--- src/rtl/arm_pkg.sv ---
// rtl/arm_pkg.sv - shared types and constants for the instruction fetch stage
package arm_pkg;

   localparam int unsigned WORD_BYTES = 4;
   localparam int unsigned INSTR_W    = 32;
   localparam int unsigned ADDR_W     = 32;

   typedef enum logic [1:0] {
      ST_IDLE    = 2'd0,
      ST_WAIT    = 2'd1,
      ST_DISCARD = 2'd2
   } fetch_state_e;

   // One prefetch slot: what decode sees as {PC_out, instruction}
   typedef struct packed {
      logic [ADDR_W-1:0]  pc_plus4;
      logic [INSTR_W-1:0] instr;
   } fetch_entry_t;

   // Sequential fetch address; wraps modulo 2^ADDR_W
   function automatic logic [ADDR_W-1:0] next_pc(input logic [ADDR_W-1:0] pc);
      return pc + ADDR_W'(WORD_BYTES);
   endfunction

endpackage

--- src/rtl/fetch_fifo.sv ---
// rtl/fetch_fifo.sv - prefetch FIFO of {pc_plus4, instr} entries with flush
module fetch_fifo
   import arm_pkg::*;
#(
   parameter int unsigned DEPTH = 2,
   localparam int unsigned PTR_W = $clog2(DEPTH),
   localparam int unsigned CNT_W = PTR_W + 1
) (
   input  logic               clk,
   input  logic               rst,
   input  logic               push_i,
   input  fetch_entry_t       push_data_i,
   input  logic               pop_i,
   input  logic               flush_i,
   output fetch_entry_t       head_o,
   output logic [CNT_W-1:0]   count_o,
   output logic               full_o,
   output logic               empty_o
);

   fetch_entry_t       mem_q [DEPTH];
   logic [PTR_W-1:0]   wr_ptr_q, wr_ptr_d;
   logic [PTR_W-1:0]   rd_ptr_q, rd_ptr_d;
   logic [CNT_W-1:0]   count_q, count_d;
   logic               do_pop;

   assign do_pop  = pop_i && !empty_o;
   assign empty_o = (count_q == '0);
   assign full_o  = (count_q == CNT_W'(DEPTH));
   assign count_o = count_q;
   assign head_o  = mem_q[rd_ptr_q];

   // Pointer/count update; flush dominates a same-cycle push or pop
   always_comb begin
      wr_ptr_d = wr_ptr_q;
      rd_ptr_d = rd_ptr_q;
      count_d  = count_q;
      if (flush_i) begin
         wr_ptr_d = '0;
         rd_ptr_d = '0;
         count_d  = '0;
      end else begin
         if (push_i) wr_ptr_d = wr_ptr_q + PTR_W'(1);
         if (do_pop) rd_ptr_d = rd_ptr_q + PTR_W'(1);
         count_d = count_q + CNT_W'(push_i) - CNT_W'(do_pop);
      end
   end

   // Control state registers
   always_ff @(posedge clk or negedge rst) begin
      if (!rst) begin
         wr_ptr_q <= '0;
         rd_ptr_q <= '0;
         count_q  <= '0;
      end else begin
         wr_ptr_q <= wr_ptr_d;
         rd_ptr_q <= rd_ptr_d;
         count_q  <= count_d;
      end
   end

   // Entry storage; contents are don't-care while empty, so no reset
   always_ff @(posedge clk) begin
      if (push_i && !flush_i) mem_q[wr_ptr_q] <= push_data_i;
   end

endmodule

--- src/rtl/if_fetch_unit.sv ---
// rtl/if_fetch_unit.sv - instruction fetch stage with prefetch FIFO and branch redirect
module if_fetch_unit
   import arm_pkg::*;
#(
   parameter int unsigned       DEPTH    = 2,
   parameter logic [ADDR_W-1:0] RESET_PC = 32'h0
) (
   input  logic               clk,
   input  logic               rst,
   input  logic               freeze,
   input  logic               branch_taken,
   input  logic [ADDR_W-1:0]  branch_addr,
   output logic               imem_req,
   output logic [ADDR_W-1:0]  imem_addr,
   input  logic               imem_rvalid,
   input  logic [INSTR_W-1:0] imem_rdata,
   output logic               valid,
   output logic [ADDR_W-1:0]  PC_out,
   output logic [INSTR_W-1:0] instruction
);

   localparam int unsigned      PTR_W   = $clog2(DEPTH);
   localparam int unsigned      CNT_W   = PTR_W + 1;
   localparam logic [CNT_W-1:0] DEPTH_C = CNT_W'(DEPTH);

   fetch_state_e       state_q, state_d;
   logic [ADDR_W-1:0]  fetch_pc_q, fetch_pc_d;
   logic [ADDR_W-1:0]  pc_plus4, req_addr;
   logic               req, push, pop;
   logic               fifo_full, fifo_empty;
   logic [CNT_W-1:0]   count, count_after;
   fetch_entry_t       head, push_data;

   assign pc_plus4           = next_pc(fetch_pc_q);
   assign push_data.pc_plus4 = pc_plus4;
   assign push_data.instr    = imem_rdata;
   // A redirect kills the word arriving in the same cycle
   assign push        = (state_q == ST_WAIT) && imem_rvalid && !branch_taken;
   assign pop         = !fifo_empty && !freeze;
   assign count_after = count + CNT_W'(push) - CNT_W'(pop);

   // Fetch state machine and request issue; branch redirect overrides everything
   always_comb begin
      state_d    = state_q;
      fetch_pc_d = fetch_pc_q;
      req        = 1'b0;
      req_addr   = fetch_pc_q;
      if (branch_taken) begin
         fetch_pc_d = branch_addr;
         unique case (state_q)
            ST_WAIT:    state_d = imem_rvalid ? ST_IDLE : ST_DISCARD;
            ST_DISCARD: state_d = imem_rvalid ? ST_IDLE : ST_DISCARD;
            default:    state_d = ST_IDLE;
         endcase
      end else begin
         unique case (state_q)
            ST_IDLE: begin
               if (!fifo_full) begin
                  req     = 1'b1;
                  state_d = ST_WAIT;
               end
            end
            ST_WAIT: begin
               if (imem_rvalid) begin
                  fetch_pc_d = pc_plus4;
                  // Chain the next request only if a slot stays free for it
                  if (count_after < DEPTH_C) begin
                     req      = 1'b1;
                     req_addr = pc_plus4;
                  end else begin
                     state_d = ST_IDLE;
                  end
               end
            end
            ST_DISCARD: begin
               if (imem_rvalid) state_d = ST_IDLE;
            end
            default: state_d = ST_IDLE;
         endcase
      end
   end

   // State and fetch address registers
   always_ff @(posedge clk or negedge rst) begin
      if (!rst) begin
         state_q    <= ST_IDLE;
         fetch_pc_q <= RESET_PC;
      end else begin
         state_q    <= state_d;
         fetch_pc_q <= fetch_pc_d;
      end
   end

   fetch_fifo #(
      .DEPTH (DEPTH)
   ) u_fifo (
      .clk         (clk),
      .rst         (rst),
      .push_i      (push),
      .push_data_i (push_data),
      .pop_i       (pop),
      .flush_i     (branch_taken),
      .head_o      (head),
      .count_o     (count),
      .full_o      (fifo_full),
      .empty_o     (fifo_empty)
   );

   // Request is suppressed while reset is held so the bus sees a quiet interface
   assign imem_req    = req && rst;
   assign imem_addr   = imem_req ? req_addr : '0;
   assign valid       = !fifo_empty;
   assign PC_out      = fifo_empty ? '0 : head.pc_plus4;
   assign instruction = fifo_empty ? '0 : head.instr;

endmodule

--- config.mk ---
export PLATFORM = sky130hd
export DESIGN_NAME = if_fetch_unit
export DESIGN_NICKNAME = d
export VERILOG_FILES = /design/src/rtl/arm_pkg.sv /design/src/rtl/fetch_fifo.sv /design/src/rtl/if_fetch_unit.sv
export SDC_FILE = /design/constraint.sdc
export NUM_CORES = 1
export LEC_CHECK = 0
export ABC_AREA = 1
export BUFFER_PORTS_ARGS = -buffer_cell sky130_fd_sc_hd__buf_2
export CORE_ASPECT_RATIO = 0.5
export CORE_MARGIN = 2
export CORE_UTILIZATION = 50
export DETAILED_ROUTE_END_ITERATION = 10
export PLACE_DENSITY_LB_ADDON = 0.15
export REMOVE_ABC_BUFFERS = 1
export SKIP_CTS_REPAIR_TIMING = 1
export SLEW_MARGIN = 20
export SYNTH_ARGS = -nofsm -noshare
export SYNTH_HDL_FRONTEND = slang
export SYNTH_SLANG_ARGS = --single-unit
export TNS_END_PERCENT = 100
--- constraint.sdc ---
create_clock -name clk -period 5.2 [get_ports clk]
set_input_delay 0.26 -clock clk [delete_from_list [all_inputs] [get_ports clk]]
set_output_delay 0.26 -clock clk [all_outputs]
set_load 0.02 [all_outputs]
==> flow_summary.toml, run 1 <==
[status]
status = "complete, no violations"

[worst_setup_path]
required_ps = 4940
critPathArrivalTime_ps = 3610
end_kind = "output port"
cp_max_fo = 30
critical_path_class = "register to output port"
r2r_start = "state_q[1]"
crit_start = "state_q[1]"
cp-start-kind = "register"

[cells_and_area]
final_cell_mix = "336 x nand2_1, 166 x buf_2, 128 x edfxtp_1, 77 x a21oi_1, 70 x nor2_1"
multiInputGateArea_um2 = 3060
layout.nets = 1157
fill_cells = 1443
regArea_um2 = 4800
drive_above_1_share_pct = 23.1
syn2layout_area_growth_pct = 18.5
final_common_cell = "nand2_1"
diodes = 0
fin_util_pct = 60.2

[die]
dieArea_um2 = 17700
ios = 167
fp.dieH_um = 95.1
die_w_um = 186
initial_core_util_pct = 50.8
fp.coreArea_um2 = 16300
core.rowCount = 33

[timing]
rsz0062_at_grt = "no"
tns_ps = 0
finalMaxSlewViolations = 0
hold_viol = 0
fin_crit_sh_pct = 74.4
max_slew.worst_pin.slew_ps = 1000
finClkSkew_ps = 10.7
slew_headroom_pct = 33.4
fmax_mhz = 258
final.min_clock_period_ps = 3870
setup_viol = 0

[power]
vdd_ir_drop_max_uv = 286
leakage_nw = 4.35
clkPwrFrac_pct = 26.9
fin_total_pwr_mw = 4.32
p_sw_mw = 1.71
p_int_mw = 2.61
p_seq_share_pct = 39.0
netSwitchingFraction_pct = 39.6
power_density_nw_per_um2 = 440
combPwrFrac_pct = 34.1

[clock_network]
clkTransAtPathRegs_ps = 70
clkLatencyLatePin_ps = 430
ctsRootBufferMaster = "clkbuf_16"
h-tree-depth = 4
numClockSinks = 166
cts_tree = "yes"
cts_buffers = 17
clockBufferDepth = 2

[grt]
grt_max_degree = 67
grt_pass1_wl_mm = 32.6
grt-ovfl-total = 0
grt_pass1_vias = 6401
groute.usage.overall_pct = 24.4
antenna_found_initial = 0

[yosys]
yosysSeqAreaShare_pct = 57.8
syn_area_um2 = 8290
yosysWarningCount = 0
syn_inst = 929
ys.flop_type = "edfxtp_1"
synth_edf_count = 128
synth_cell_types = 35
synthArstFlopShare_pct = 22.9
synth.avg_cell_area_um2 = 8.92
synth.area.top_cells = "edfxtp_1 46%, nand2_1 15%, dfrtp_1 11%"
yosys.area.top_type = "edfxtp_1"
yosysTopAreaCellShare_pct = 46.4
synth_seq_cells = 166

[routing]
dr.pass1.iters = 5
routedWlPerCell_um = 16.1
finalWirelength_mm = 21.3
vias_per_cell = 5.22
post-route-drc-count = 0
drt-initial-drc-count = 560
ant_nets = 0
vias = 6897

[flow_run]
cap_violations = 0

[min_path]
hp-class = "primary input to asynchronous set/reset pin"

[place]
numPortBuffers = 166
gp_congestion = 0.891
dpl.hpwl_mm = 14.2
==> registers in the layout, indices dropped and copies added, names as in the netlist <==
name             flops
fetch_pc_q          32
u_fifo.count_o       2
state_q              2
u_fifo.mem_q       128
u_fifo.wr_ptr_q      1
u_fifo.rd_ptr_q      1
==> synth_stat cells, types with 9 or more instances <==
library cell,n
nand2_1,336
edfxtp_1,128
a21oi_1,77
nor2_1,73
inv_1,66
nand3_1,58
dfrtp_1,38
o21ai_0,21
clkbuf_1,20
nor2_2,13
nand2_2,12
and2_1,9
o211ai_1,9
==> kinds of logic after synthesis <==
group                      synth area share (%)
adders and majority gates                 0.905
DFF                                        57.8
xor gates and xnor gates                   1.24
buffers and inverters                      5.55
AOI/OAI and AO/OA                          7.74
and+or+nand+nor                            26.7
==> layer usage <==
metal | vias to the layer above | share of wire (%) | GRT usage (%) | routed length (um)
li1 | 3353 | - | - | -
met5 | - | 0 | 0 | 0
met1 | 3288 | 47 | 34.4 | 10000
met3 | 26 | 6.5 | 4.81 | 1390
met4 | 0 | 1.3 | 5.84 | 274
met2 | 230 | 45 | 39.5 | 9560
==> stage by stage <==
| step | setup WS (ps) | std cells | instance area [um2] | hold WS, ps |
|---|---|---|---|---|
| final | 1330 | 1322 | 9820 | 1.75 |
| after global routing | 961 | 1322 | 9820 | 2.14 |
| after CTS | 1310 | 1322 | 9820 | 2.60 |
| after detailed placement | 1780 | 1290 | 9290 | 453 |
| after global placement | 1860 | 1290 | 9290 | 447 |
| after floorplan | 861 | 890 | 8100 | -35.6 |
==> critical path, stage by stage, from the launching register on <==
cell     delay [ps]
dfrtp_1         400
inv_1            90
ha_1            200
nand2_2         130
nor2_8          420
ha_1            330
inv_1           110
nand3_1         130
nand2_4         100
nand3_2         530
o21ai_0         390
nand2_1          80
nor2_1           80
buf_2           190
==> power by group through the flow <==
stage	sequential, mW	combinational (mW)	clock (mW)
4_1_cts	1.68	1.48	1.18
3_3_place_gp	1.70	1.45	0
6_report	1.68	1.47	1.16
3_5_place_dp	1.71	1.48	0
2_1_floorplan	1.71	0.942	0
5_1_grt	1.70	1.62	1.24
==> path summary, 6_finish.rpt <==
path	to	slack [ps]	cells after the start
setup reg to reg	u_fifo.mem_q[1][24]	2190	7
max in group asynchronous	u_fifo.rd_ptr_q	4530	1
hold reg to reg	u_fifo.mem_q[0][32]	480	0
setup / recovery	imem_addr[6]	1330	13
hold / removal	fetch_pc_q[26]	2	1
min in group clk	u_fifo.mem_q[1][22]	20	1
==> area by class of cell <==
type,count,area share [%]
Clock buffer,19,4.41
Timing Repair Buffer,173,8.99
Inverter,72,2.75
Sequential cell,166,48.8
Tap cell,227,2.89
Multi-Input combinational cell,652,31.1
Clock inverter,13,1.01
(Power assumes the default switching activity.)
==> inputs of run 2 (changes only) <==
==> constraint.sdc (replaced) <==
create_clock -name clk -period 3.78 [get_ports clk]
set_input_delay 0.189 -clock clk [delete_from_list [all_inputs] [get_ports clk]]
set_output_delay 0.189 -clock clk [all_outputs]
set_load 0.02 [all_outputs]
==> flow_summary.toml, run 2 (synthesized netlist as in run 1, its figures left out) <==
[place]
dpl.hpwl_mm = 14.2
placed_cells = 1293
gp_congestion = 0.868
numPortBuffers = 166
pre_cts_ws_ps = 953

[grt]
groute.usage.overall_pct = 24.4
grt_max_degree = 67
grt_pass1_wl_mm = 32.4
grt-ovfl-total = 0
antenna_found_initial = 0
grt_pass1_vias = 6454

[cells_and_area]
diodes = 0
fill_cells = 1387
layout.nets = 1197
largest_register = "u_fifo.mem_q"
regArea_um2 = 4800
largest_reg_flops = 128
fin_cells = 1362
final_common_cell = "nand2_1"
final_cell_mix = "336 x nand2_1, 166 x buf_2, 128 x edfxtp_1, 77 x a21oi_1, 70 x nor2_1"
reg.largest.list = "u_fifo.mem_q x128, fetch_pc_q x32"
multiInputGateArea_um2 = 3060
syn2layout_area_growth_pct = 24.3
drive_above_1_share_pct = 22.6

[worst_setup_path]
r2r_start = "state_q[1]"
required_ps = 3590
r2r_cells = 8
r2r_slack_ps = 1150
cp_max_fo = 20
cp-start-kind = "register"
critPathArrivalTime_ps = 3070
end_kind = "output port"
rr_endpoint = "u_fifo.mem_q[0][16]"
crit_start = "state_q[1]"
cp-endpoint = "imem_addr[27]"
critical_path_class = "register to output port"

[clock_network]
cts_tree = "yes"
cts_buffers = 17
numClockSinks = 166
ctsRootBufferMaster = "clkbuf_16"
h-tree-depth = 4
clkLatencyLatePin_ps = 430
clockBufferDepth = 2
clkTransAtPathRegs_ps = 70

[timing]
finClkSkew_ps = 11.5
finalMaxSlewViolations = 0
fmax_mhz = 307
fin_crit_sh_pct = 86.2
final.min_clock_period_ps = 3260
max_slew.worst_pin.slew_ps = 841
holdWs_ps = -13.2
rsz0062_at_grt = "no"
setup_viol = 0
hold_viol = 8
slew_headroom_pct = 43.8
fin_ws_ps = 521

[power]
p_sw_mw = 2.38
p_int_mw = 3.77
combPwrFrac_pct = 33.8
clkPwrFrac_pct = 28.6
power_density_nw_per_um2 = 597
leakage_nw = 4.56
netSwitchingFraction_pct = 38.7
p_seq_share_pct = 37.7
vdd_ir_drop_max_uv = 419

[routing]
post-route-drc-count = 0
vias_per_cell = 5.16
dr.pass1.iters = 5
routedWlPerCell_um = 16.0
drt-initial-drc-count = 449
finalWirelength_mm = 21.8
ant_nets = 0
vias = 7029

[status]
violations = "negative hold slack"
status = "complete, but fails checks"

[die]
core.rowCount = 33
dieArea_um2 = 17700
initial_core_util_pct = 50.8
die_w_um = 186
fp.coreArea_um2 = 16300
ios = 167
fp.dieH_um = 95.1

[min_path]
hp-class = "primary input to register"

[flow_run]
cap_violations = 0
## run 2: cell count changes in the layout (fill, tap and decap cells not counted), sizes merged
cell | before | now
clkbuf | 19 | 18
bufinv | 0 | 2
clkinvlp | 3 | 1
dlygate4sd3 | 0 | 37
inv | 77 | 79
buf | 173 | 176
clkinv | 5 | 4
## run 2: worst min path at each step
stage,start,endpoint,depth (start not counted)
final,branch_addr[28],fetch_pc_q[28],3
after global routing,branch_addr[17],fetch_pc_q[17],3
after CTS,rst,fetch_pc_q[9],2
after detailed placement,rst,u_fifo.count_o[0],2
after global placement,rst,u_fifo.count_o[1],2
after floorplan,rst,fetch_pc_q[0],0
## run 2: power by group through the flow
stage / logic, mW / clock network [mW] / registers, mW
after CTS: 2.05 / 1.79 / 2.31
after detailed placement: 2.04 / 0 / 2.35
after global routing: 2.29 / 1.85 / 2.34
after floorplan: 1.30 / 0 / 2.35
after global placement: 2.02 / 0 / 2.34
final: 2.08 / 1.76 / 2.32
## run 2: layout make-up
| cell class | count | area share (%) |
|---|---|---|
| sequential | 166 | 46.6 |
| multi-input combinational | 652 | 29.7 |
| timing repair buffer | 213 | 12.6 |
| clock buffer | 18 | 4.17 |
| tap | 227 | 2.76 |
| inverter | 72 | 2.62 |
| clock inverter | 14 | 1.58 |
## run 2: critical path, cell delays in order, from the launching register on
cell,delay (ps)
dfrtp_1,390
inv_1,80
ha_1,200
nand2_2,120
nor2_8,100
ha_1,220
inv_1,110
nand3_1,130
nand2_4,110
nand3_2,90
nand2_1,70
nand2_1,490
a21oi_1,320
buf_2,200
## run 2: metal layers
layer	track usage, %	share of wire (%)	wire length, um
met1	33.7	46	10100
met2	39.7	46	9950
met3	4.55	6.9	1500
met4	7.61	1.2	267
met5	0	0	0
## run 2: through the flow
stage	TNS (ps)	power, mW	instance area, um2	utilization [%]
after detailed placement	0	4.40	9340	57.3
after global routing	0	6.47	10300	63.2
after global placement	0	4.36	9340	57.3
after CTS	0	6.15	9930	60.9
final	0	6.15	10300	63.2
after floorplan	-73300	3.65	8100	-
==> inputs of run 3 (changes only) <==
--- a/config.mk
+++ b/config.mk
@@ -6,11 +6,11 @@
 export NUM_CORES = 1
 export LEC_CHECK = 0
 export ABC_AREA = 1
-export BUFFER_PORTS_ARGS = -buffer_cell sky130_fd_sc_hd__buf_2
 export CORE_ASPECT_RATIO = 0.5
 export CORE_MARGIN = 2
 export CORE_UTILIZATION = 50
 export DETAILED_ROUTE_END_ITERATION = 10
+export DONT_BUFFER_PORTS = 1
 export PLACE_DENSITY_LB_ADDON = 0.15
 export REMOVE_ABC_BUFFERS = 1
 export SKIP_CTS_REPAIR_TIMING = 1
==> constraint.sdc (replaced) <==
create_clock -name clk -period 3.3 [get_ports clk]
set_input_delay 0.165 -clock clk [delete_from_list [all_inputs] [get_ports clk]]
set_output_delay 0.165 -clock clk [all_outputs]
set_load 0.02 [all_outputs]
==> flow_summary.toml, run 3 (synthesized netlist as in run 1, its figures left out) <==
[grt]
grt_pass1_vias = 5974
antenna_found_initial = 0
grt_max_degree = 67
grt-ovfl-total = 0
groute.usage.overall_pct = 23.8
grt_pass1_wl_mm = 31.2

[die]
core.rowCount = 33
dieArea_um2 = 17700
die_w_um = 186
initial_core_util_pct = 50.8
fp.coreArea_um2 = 16300
ios = 167
fp.dieH_um = 95.1

[timing]
setup_viol = 0
final.min_clock_period_ps = 3120
holdWs_ps = -5.57
finClkSkew_ps = 12.1
slew_headroom_pct = 47.4
fin_ws_ps = 184
rsz0062_at_grt = "no"
hold_viol = 1
fmax_mhz = 321
max_slew.worst_pin.slew_ps = 789
fin_crit_sh_pct = 94.4
finalMaxSlewViolations = 0

[clock_network]
h-tree-depth = 4
numClockSinks = 166
clkTransAtPathRegs_ps = 60
clkLatencyLatePin_ps = 440
clockBufferDepth = 2
cts_tree = "yes"
cts_buffers = 17
ctsRootBufferMaster = "clkbuf_16"

[cells_and_area]
largest_register = "u_fifo.mem_q"
fill_cells = 1365
diodes = 0
layout.nets = 1103
multiInputGateArea_um2 = 3080
syn2layout_area_growth_pct = 22.3
final_cell_mix = "335 x nand2_1, 128 x edfxtp_1, 77 x a21oi_1, 70 x nor2_1, 67 x dlygate4sd3_1"
drive_above_1_share_pct = 12.9
reg.largest.list = "u_fifo.mem_q x128, fetch_pc_q x32"
largest_reg_flops = 128
final_common_cell = "nand2_1"
regArea_um2 = 4800
fin_cells = 1268

[power]
combPwrFrac_pct = 32.5
power_density_nw_per_um2 = 679
p_int_mw = 4.14
leakage_nw = 4.12
netSwitchingFraction_pct = 39.9
p_seq_share_pct = 38.5
clkPwrFrac_pct = 29.0
p_sw_mw = 2.75
vdd_ir_drop_max_uv = 406

[place]
pre_cts_ws_ps = 326
gp_congestion = 0.927
placed_cells = 1162
dpl.hpwl_mm = 13.8
numPortBuffers = 0

[routing]
post-route-drc-count = 0
vias = 6654
drt-initial-drc-count = 450
finalWirelength_mm = 21.9
vias_per_cell = 5.25
ant_nets = 0
routedWlPerCell_um = 17.3
dr.pass1.iters = 5

[worst_setup_path]
r2r_cells = 8
cp-start-kind = "register"
rr_endpoint = "u_fifo.mem_q[1][2]"
critical_path_class = "register to output port"
cp_max_fo = 16
r2r_start = "state_q[1]"
required_ps = 3130
critPathArrivalTime_ps = 2950
r2r_slack_ps = 1200
end_kind = "output port"

[min_path]
hold_path_depth = 4
min_to = "fetch_pc_q[27]"
holdCritStartpoint = "branch_addr[27]"
hp-class = "primary input to register"

[status]
status = "complete, but fails checks"
violations = "negative hold slack"

[flow_run]
cap_violations = 0
run 3: cell count changes in the layout (fill, tap and decap cells not counted), sizes merged:
cell,previous run,this run
nor2,92,93
clkinv,4,3
buf,176,51
bufinv,2,1
clkbuf,18,17
inv,79,82
dlygate4sd3,37,67
run 3: how the worst max path moves through the flow:
| stage | from | to | slack [ps] | depth (start not counted) |
|---|---|---|---|---|
| floorplan | state_q[1] | u_fifo.mem_q[0][0] | -1040 | 6 |
| global placement | state_q[1] | imem_addr[13] | 390 | 13 |
| detailed placement | state_q[1] | imem_addr[13] | 330 | 13 |
| CTS | state_q[1] | imem_addr[13] | -150 | 13 |
| global route | state_q[1] | imem_addr[24] | 40 | 16 |
| finish | state_q[1] | imem_addr[29] | 180 | 14 |
run 3: worst max-delay path, stage by stage (launching register included):
cell	delay [ps]
dfrtp_1	400
inv_1	80
ha_1	190
nand2_2	120
nor2_8	150
ha_1	230
inv_1	110
nand3_1	130
nand2_4	120
nand3_4	180
buf_4	260
nand2_1	70
nand2_1	50
nor2_1	220
buf_4	190
run 3: power by group through the flow:
stage / combinational [mW] / clock [mW] / sequential (mW)
after floorplan: 1.48 / 0 / 2.69
after global routing: 2.45 / 2.11 / 2.67
final: 2.24 / 1.99 / 2.65
after CTS: 2.10 / 2.03 / 2.65
after global placement: 2.06 / 0 / 2.68
after detailed placement: 2.10 / 0 / 2.69
run 3: cell type report:
class	instances	share of cell area (%)
timing repair buffer	118	11.1
inverter	72	2.67
clock buffer	17	4.20
clock inverter	15	1.57
tap	227	2.80
multi-input combinational	653	30.4
sequential	166	47.3
run 3: routing by layer:
| layer | vias up | wire (um) | global-route usage, % |
|---|---|---|---|
| met2 | 225 | 9930 | 37.0 |
| met1 | 3152 | 10000 | 32.2 |
| li1 | 3254 | - | - |
| met3 | 23 | 1710 | 7.14 |
| met4 | 0 | 274 | 7.81 |
| met5 | - | 0 | 0 |
run 3: per-stage QoR:
step                      power (mW)  area (um2)  TNS [ps]  utilization [%]
final                           6.88       10100         0             62.2
after global routing            7.24       10100         0             62.2
after CTS                       6.78        9360     -1660             57.4
after detailed placement        4.79        8770         0             53.8
after global placement          4.74        8770         0             53.8
after floorplan                 4.18        8100   -149920                -
